[src/rtl/cmul_arb_pkg.sv]
// Shared definitions for the complex-multiplier round-robin arbiter:
// data width, default multiplier latency, id width helper and tag record.
package cmul_arb_pkg;

  // Operand/result width of the FP32 complex multiplier (per component)
  localparam int FP_W = 32;

  // Default multiplier latency, mul_enable to mul_valid
  localparam int DEFAULT_LATENCY = 7;

  // Tag id field is sized for the largest supported requester count (8)
  localparam int TAG_ID_W = 3;

  // Width of an encoded requester id; never narrower than one bit
  function automatic int id_width(input int n);
    return (n > 1) ? $clog2(n) : 1;
  endfunction

  // One tag pipeline stage: whether an operation occupies this slot and who issued it
  typedef struct packed {
    logic                valid;
    logic [TAG_ID_W-1:0] id;
  } tag_t;

endpackage

[src/rtl/cmul_rr_pick.sv]
// Combinational round-robin picker. The search starts one past ptr and
// wraps; the first eligible requester wins. Produces a one-hot grant and
// its encoded id. Usable by any arbiter in front of a shared unit.
module cmul_rr_pick
  import cmul_arb_pkg::*;
#(
  parameter int N = 4
) (
  input  logic [N-1:0]             elig,
  input  logic [id_width(N)-1:0]   ptr,
  output logic [N-1:0]             grant,
  output logic [id_width(N)-1:0]   grant_id
);

  localparam int IDW = id_width(N);

  logic found;

  // Pass one scans ids above ptr, pass two wraps around to ptr and below
  always_comb begin
    grant    = '0;
    grant_id = '0;
    found    = 1'b0;
    for (int i = 0; i < N; i++) begin
      if (!found && elig[i] && (i > int'(ptr))) begin
        found    = 1'b1;
        grant[i] = 1'b1;
        grant_id = IDW'(i);
      end
    end
    for (int i = 0; i < N; i++) begin
      if (!found && elig[i] && (i <= int'(ptr))) begin
        found    = 1'b1;
        grant[i] = 1'b1;
        grant_id = IDW'(i);
      end
    end
  end

endmodule

[src/rtl/cmul_rr_arbiter.sv]
// Round-robin front end sharing one pipelined FP32 complex multiplier
// between NUM_REQ requesters. One operation is issued per cycle at most;
// a tag shift register follows each operation through the multiplier so
// the result can be steered back to its requester. Per-requester
// outstanding counters stop a requester from exceeding MAX_OUTST in-flight
// operations, because responses cannot be stalled.
//
// The external multiplier's active-low reset must be tied to ~rst so that
// it drops its in-flight work together with the tag pipeline.
//
// Optional build macro CMUL_ARB_PERF_EN adds perf_issue_cnt and
// perf_stall_cnt saturating counters.
module cmul_rr_arbiter
  import cmul_arb_pkg::*;
#(
  parameter int NUM_REQ   = 4,
  parameter int LATENCY   = DEFAULT_LATENCY,
  parameter int MAX_OUTST = 4
) (
  input  logic                         clk,
  input  logic                         rst,
  input  logic [NUM_REQ-1:0]           req_valid,
  output logic [NUM_REQ-1:0]           req_ready,
  input  logic [NUM_REQ*FP_W-1:0]      req_a_real,
  input  logic [NUM_REQ*FP_W-1:0]      req_a_imag,
  input  logic [NUM_REQ*FP_W-1:0]      req_c_real,
  input  logic [NUM_REQ*FP_W-1:0]      req_c_imag,
  output logic                         mul_enable,
  output logic [FP_W-1:0]              mul_a_real,
  output logic [FP_W-1:0]              mul_a_imag,
  output logic [FP_W-1:0]              mul_c_real,
  output logic [FP_W-1:0]              mul_c_imag,
  input  logic [FP_W-1:0]              mul_result_real,
  input  logic [FP_W-1:0]              mul_result_imag,
  input  logic                         mul_valid,
  output logic [NUM_REQ-1:0]           rsp_valid,
  output logic [FP_W-1:0]              rsp_real,
  output logic [FP_W-1:0]              rsp_imag,
  output logic [id_width(NUM_REQ)-1:0] rsp_id,
`ifdef CMUL_ARB_PERF_EN
  output logic [NUM_REQ*16-1:0]        perf_issue_cnt,
  output logic [15:0]                  perf_stall_cnt,
`endif
  output logic                         tag_err
);

  localparam int IDW = id_width(NUM_REQ);
  localparam int CW  = 4;
  localparam logic [CW-1:0] CAP = CW'(MAX_OUTST);

  logic [CW-1:0]      outst [NUM_REQ];
  logic [NUM_REQ-1:0] elig;
  logic [NUM_REQ-1:0] grant;
  logic [IDW-1:0]     grant_id;
  logic [IDW-1:0]     ptr;
  logic               accept;

  logic [FP_W-1:0]    sel_a_real;
  logic [FP_W-1:0]    sel_a_imag;
  logic [FP_W-1:0]    sel_c_real;
  logic [FP_W-1:0]    sel_c_imag;

  logic [TAG_ID_W-1:0] issue_id;
  tag_t                tag_pipe [LATENCY];
  tag_t                tag_out;
  logic                rsp_fire;

  // A requester may compete only while it still has credit left
  always_comb begin
    elig = '0;
    for (int i = 0; i < NUM_REQ; i++) begin
      elig[i] = req_valid[i] && (outst[i] < CAP);
    end
  end

  cmul_rr_pick #(
    .N (NUM_REQ)
  ) u_pick (
    .elig     (elig),
    .ptr      (ptr),
    .grant    (grant),
    .grant_id (grant_id)
  );

  assign req_ready = grant;
  assign accept    = |(grant & req_valid);

  // Select the winner's operands out of the packed request buses
  always_comb begin
    sel_a_real = '0;
    sel_a_imag = '0;
    sel_c_real = '0;
    sel_c_imag = '0;
    for (int i = 0; i < NUM_REQ; i++) begin
      if (grant[i]) begin
        sel_a_real = req_a_real[i*FP_W +: FP_W];
        sel_a_imag = req_a_imag[i*FP_W +: FP_W];
        sel_c_real = req_c_real[i*FP_W +: FP_W];
        sel_c_imag = req_c_imag[i*FP_W +: FP_W];
      end
    end
  end

  // Round-robin pointer remembers the last winner; idle cycles leave it alone
  always_ff @(posedge clk or posedge rst) begin
    if (rst) begin
      ptr <= '0;
    end else if (accept) begin
      ptr <= grant_id;
    end
  end

  // Issue register: operands hold their last values when nothing is issued
  always_ff @(posedge clk or posedge rst) begin
    if (rst) begin
      mul_enable <= 1'b0;
      mul_a_real <= '0;
      mul_a_imag <= '0;
      mul_c_real <= '0;
      mul_c_imag <= '0;
      issue_id   <= '0;
    end else begin
      mul_enable <= accept;
      if (accept) begin
        mul_a_real <= sel_a_real;
        mul_a_imag <= sel_a_imag;
        mul_c_real <= sel_c_real;
        mul_c_imag <= sel_c_imag;
        issue_id   <= TAG_ID_W'(grant_id);
      end
    end
  end

  // Tag shift register runs beside the multiplier so its last stage lines up with mul_valid
  always_ff @(posedge clk or posedge rst) begin
    if (rst) begin
      for (int k = 0; k < LATENCY; k++) begin
        tag_pipe[k] <= '0;
      end
    end else begin
      tag_pipe[0] <= '{valid: mul_enable, id: issue_id};
      for (int k = 1; k < LATENCY; k++) begin
        tag_pipe[k] <= tag_pipe[k-1];
      end
    end
  end

  assign tag_out  = tag_pipe[LATENCY-1];
  assign rsp_fire = mul_valid && tag_out.valid;
  assign rsp_id   = tag_out.id[IDW-1:0];
  assign rsp_real = mul_result_real;
  assign rsp_imag = mul_result_imag;

  // Response strobe goes only to the requester named by the tag
  always_comb begin
    rsp_valid = '0;
    for (int i = 0; i < NUM_REQ; i++) begin
      rsp_valid[i] = rsp_fire && (tag_out.id == TAG_ID_W'(i));
    end
  end

  // Sticky flag for a multiplier result that does not match the tag pipeline
  always_ff @(posedge clk or posedge rst) begin
    if (rst) begin
      tag_err <= 1'b0;
    end else if (mul_valid != tag_out.valid) begin
      tag_err <= 1'b1;
    end
  end

  // Credit counters: up on acceptance, down on response, unchanged when both happen
  always_ff @(posedge clk or posedge rst) begin
    if (rst) begin
      for (int i = 0; i < NUM_REQ; i++) begin
        outst[i] <= '0;
      end
    end else begin
      for (int i = 0; i < NUM_REQ; i++) begin
        case ({grant[i], rsp_valid[i]})
          2'b10:   if (outst[i] != CAP) outst[i] <= outst[i] + CW'(1);
          2'b01:   if (outst[i] != '0)  outst[i] <= outst[i] - CW'(1);
          default: ;
        endcase
      end
    end
  end

`ifdef CMUL_ARB_PERF_EN
  logic [15:0] issue_cnt [NUM_REQ];
  logic [15:0] stall_cnt;

  // Saturating per-requester acceptance counters and a shared stall counter
  always_ff @(posedge clk or posedge rst) begin
    if (rst) begin
      for (int i = 0; i < NUM_REQ; i++) begin
        issue_cnt[i] <= '0;
      end
      stall_cnt <= '0;
    end else begin
      for (int i = 0; i < NUM_REQ; i++) begin
        if (grant[i] && (issue_cnt[i] != 16'hFFFF)) begin
          issue_cnt[i] <= issue_cnt[i] + 16'd1;
        end
      end
      if ((|req_valid) && !accept && (stall_cnt != 16'hFFFF)) begin
        stall_cnt <= stall_cnt + 16'd1;
      end
    end
  end

  for (genvar g = 0; g < NUM_REQ; g++) begin : g_perf_pack
    assign perf_issue_cnt[g*16 +: 16] = issue_cnt[g];
  end

  assign perf_stall_cnt = stall_cnt;
`endif

endmodule

[config.mk]
export PLATFORM = sky130hd
export DESIGN_NAME = cmul_rr_arbiter
export DESIGN_NICKNAME = d
export VERILOG_FILES = /design/src/rtl/cmul_arb_pkg.sv /design/src/rtl/cmul_rr_pick.sv /design/src/rtl/cmul_rr_arbiter.sv
export SDC_FILE = /design/constraint.sdc
export NUM_CORES = 1
export LEC_CHECK = 0
export ABC_AREA = 1
export CORE_AREA = 2 2 304 306
export DETAILED_ROUTE_END_ITERATION = 8
export DIE_AREA = 0 0 306 308
export PLACE_DENSITY = 0.34
export RECOVER_POWER = 100
export SLEW_MARGIN = 20
export SYNTH_ARGS = -nofsm -noshare
export SYNTH_HDL_FRONTEND = slang
export SYNTH_HIERARCHICAL = 1
export SYNTH_SLANG_ARGS = --single-unit
[constraint.sdc]
create_clock -name clk -period 6.9 [get_ports clk]
set_input_delay 0.69 -clock clk [delete_from_list [all_inputs] [get_ports clk]]
set_output_delay 0.69 -clock clk [all_outputs]
set_load 0.1 [all_outputs]
==> impl_metrics.ini <==
[clock_network]
post_cts_resized = 0
ctsHoldBuffers = 0
h-tree-depth = 4
cts_tree = done
worstSkewPairLatency_ns = 0.50
clkSlewWorstSetupHoldPaths_ns = 0.08
cts_setup_buffers = 0
cts_buffer_depth = 2
cts-buffers-inserted = 17
cts_sinks = 169
ctsRootBufferMaster = clkbuf_16

[sta]
post-route-period-util_pct = 79.5
finClkSkew_ns = 0.0177
slew_violations = 161
worstMarginPinSlew_ns = 4.71
rsz0062_at_grt = no
fin_crit_ns = 5.48
finalSetupTns_ns = 0
max_freq_mhz = 182
whs_ns = 0.352
maxSlewHeadroom_pct = -216
hold_viol_final = 0
setup_viol = 0

[placed_design]
place_congestion = 0.833
io_buffers = 658
dp_hpwl_microns = 47700

[final_layout]
area_growth_syn_to_layout_pct = 68.0
nets = 2836
fillerInstances = 10172
final_layout_size_suffix_gt1_share_pct = 2.80

[floorplan]
rows = 111
core-area_sq_um = 91000
die_h_microns = 308
io_pins = 787
design.die.area_sq_um = 94200
die_w_microns = 306
start_util_pct = 12.7

[routing]
vias_per_cell = 3.84
wirelength_microns = 63400
antenna_left = 0
drt-initial-drc-count = 668
drc = 0
vias = 13197
firstDrtPassIters = 5
avgRoutedWirePerCell_microns = 18.4

[grt]
grt_overflow = 0
grt_pass1_wl_microns = 91600
grt_pass1_vias = 13710
grt_max_degree = 86
grt.total_usage_pct = 13.1
grt_antenna_before_repair = 7

[synth]
ys_ff_latch = 169
yosys_warnings = 6
syn-num-nets = 2319
yosys.area.top_type = dfrtp_1
synthDistinctLibCells = 29
netlist_instances = 1719
post_synth.cell_area_avg_sq_um = 6.71
synth.top_cell.area_share_pct = 36.7
syn_area_sq_um = 11500
yosys-top-cells-area = dfrtp_1, nand2_1, a21oi_1
yosysSeqAreaShare_pct = 36.7

[worst_hold_path]
hold_depth = 0
holdPathEnd = tag_pipe[21]$_DFF_PP0_
hp-start = tag_pipe[25]$_DFF_PP0_
hold_class = flop to flop

[worst_setup_path]
ff2ff_setup_slack_ns = 2.00
slowest_stage = dlygate4sd3_1
crit_type = primary input to output pin
cp_top_family = simple AND/OR/NAND/NOR gates
rr_startpoint = outst[2]$_DFFE_PP0P_
cpPeakStageDelay_ns = 1.36
path_buf_inv = 2
rr_worst_depth = 11
crit_fanout = 32
path_depth = 8
path_cells = dlygate4sd3_1 -> nor3b_1 -> nand2_1 -> nand4_1 -> nor2_2 -> nand2_1 -> nand2_1 -> dlygate4sd3_1
endpoint_kind = output pin
start_kind = primary input
r2r_end = outst[2]$_DFFE_PP0P_
cp_data_arrival_time_ns = 4.79
critPathMostFrequentCell = nand2_1
crit_required_ns = 6.21
cp-startpoint = req_valid[1]

[power_and_ir_drop]
power_uw = 11200
ir_drop_uv = 214
p_leak_uw = 0.00874
powerDensity_nw_per_um2 = 579

[outcome]
violations = max-capacitance violations, max-slew violations
outcome = finished, violations left

[job]
cap_violations = 5
[registers in the layout (all words and copies together), names as in the netlist]
signal and cells:
mul_a_imag 32, mul_c_imag 32, mul_enable 1, tag_err 1, issue_id 2, rsp_id 2
outst 16, tag_pipe 18, tag_out 1, mul_a_real 32, mul_c_real 32
[worst max path at each step]
stage | endpoint | slack, ns
6_report | req_ready[2] | 1.42
5_1_grt | req_ready[2] | 1.17
4_1_cts | req_ready[2] | 2.37
3_5_place_dp | req_ready[2] | 2.38
3_3_place_gp | req_ready[2] | 2.45
2_1_floorplan | outst[10]$_DFFE_PP0P_ | 1.52
[power breakdown]
| group | switching [uW] | internal, uW |
|---|---|---|
| Combinational | 6260 | 2050 |
| Sequential | 312 | 1540 |
| Clock | 547 | 519 |
[cell usage in the layout, fill, tap and decap left out, types with 2 or more instances in the layout]
cell type and instances:
clkbuf_1 3, xnor2_1 7, clkinv_4 2, ha_1 17
diode_2 2, nor3b_1 3, inv_8 5, xor2_1 5
nand4_1 9, dfrtp_1 169, buf_12 4, a21oi_1 261
o211ai_1 128, nand3b_1 3, nor3_1 6, clkdlybuf4s50_1 515
nand2_2 3, inv_6 7, nand3_1 13, dlygate4sd3_1 140
buf_4 14, nand2_1 454, clkbuf_16 17, nor2_1 278
o21ai_0 8, clkinvlp_2 2, inv_1 165
[worst reg2reg max path: stages, from the launching register on]
cell        delay [ns]
dfrtp_1           0.46
nor3b_1           0.56
nand4_1           0.30
nand2_4           0.32
clkinvlp_2        1.46
ha_1              0.92
nor2_1            0.13
nor2_1            0.07
ha_1              0.17
a21oi_1           0.14
xor2_1            0.16
o21ai_0           0.09
[area by class of cell]
type / instances / area, sq um / area share (%)
timing repair buffer: 676 / 6750 / 34.9
multi-input combinational: 1203 / 5660 / 29.2
sequential: 169 / 4230 / 21.8
tap: 1186 / 1480 / 7.66
inverter: 169 / 647 / 3.34
clock buffer: 17 / 425 / 2.20
clock inverter: 15 / 171 / 0.885
antenna: 2 / 5.00 / 0.0258
[kinds of logic (layout without fill, tap and decap cells)]
logic type               Yosys count  in the layout  share of synthesized area [%]
other                              0              2                              0
XOR/XNOR                          12             12                          0.911
AND/OR/NAND/NOR                  773            773                           26.0
AO/OA/AOI/OAI                    401            401                           20.2
adder cells (fa/ha/maj)           17             17                           1.84
buffers and inverters            347            877                           14.3
flip-flops                       169            169                           36.7
[cells in the mapped netlist]
master	count
xnor2_1	7
o211ai_1	128
nor2_4	1
o21ai_0	9
nor3b_1	3
inv_2	1
ha_1	17
a31oi_1	1
nand3_1	12
o21ai_1	1
buf_1	3
buf_4	69
nand4_2	1
o21ai_2	1
nand3_2	1
nand3b_1	3
nor2_2	1
nand4_1	8
dfrtp_1	169
nand2_2	4
nand2_1	454
or2_2	1
nor3_1	6
clkbuf_1	34
xor2_1	5
nor2_1	278
buf_2	72
a21oi_1	261
inv_1	168
[per-stage QoR]
stage / setup WS (ns) / area [sq um] / utilization (%) / std cells
2_1_floorplan: 1.52 / 11500 / - / 1719
3_3_place_gp: 2.45 / 18800 / 20.7 / 3403
3_5_place_dp: 2.38 / 18800 / 20.7 / 3403
4_1_cts: 2.37 / 19400 / 21.3 / 3435
5_1_grt: 1.17 / 19400 / 21.3 / 3437
6_report: 1.42 / 19400 / 21.3 / 3437
[metal layers]
layer  wire length [microns]  track usage [%]  vias up
li1                        -                -     6485
met1                   25600             15.0     6121
met2                   31100             22.5      510
met3                    5330             4.99       71
met4                    1380             4.27       10
met5                      71                0        -
Power figures use the tool's default switching activity.
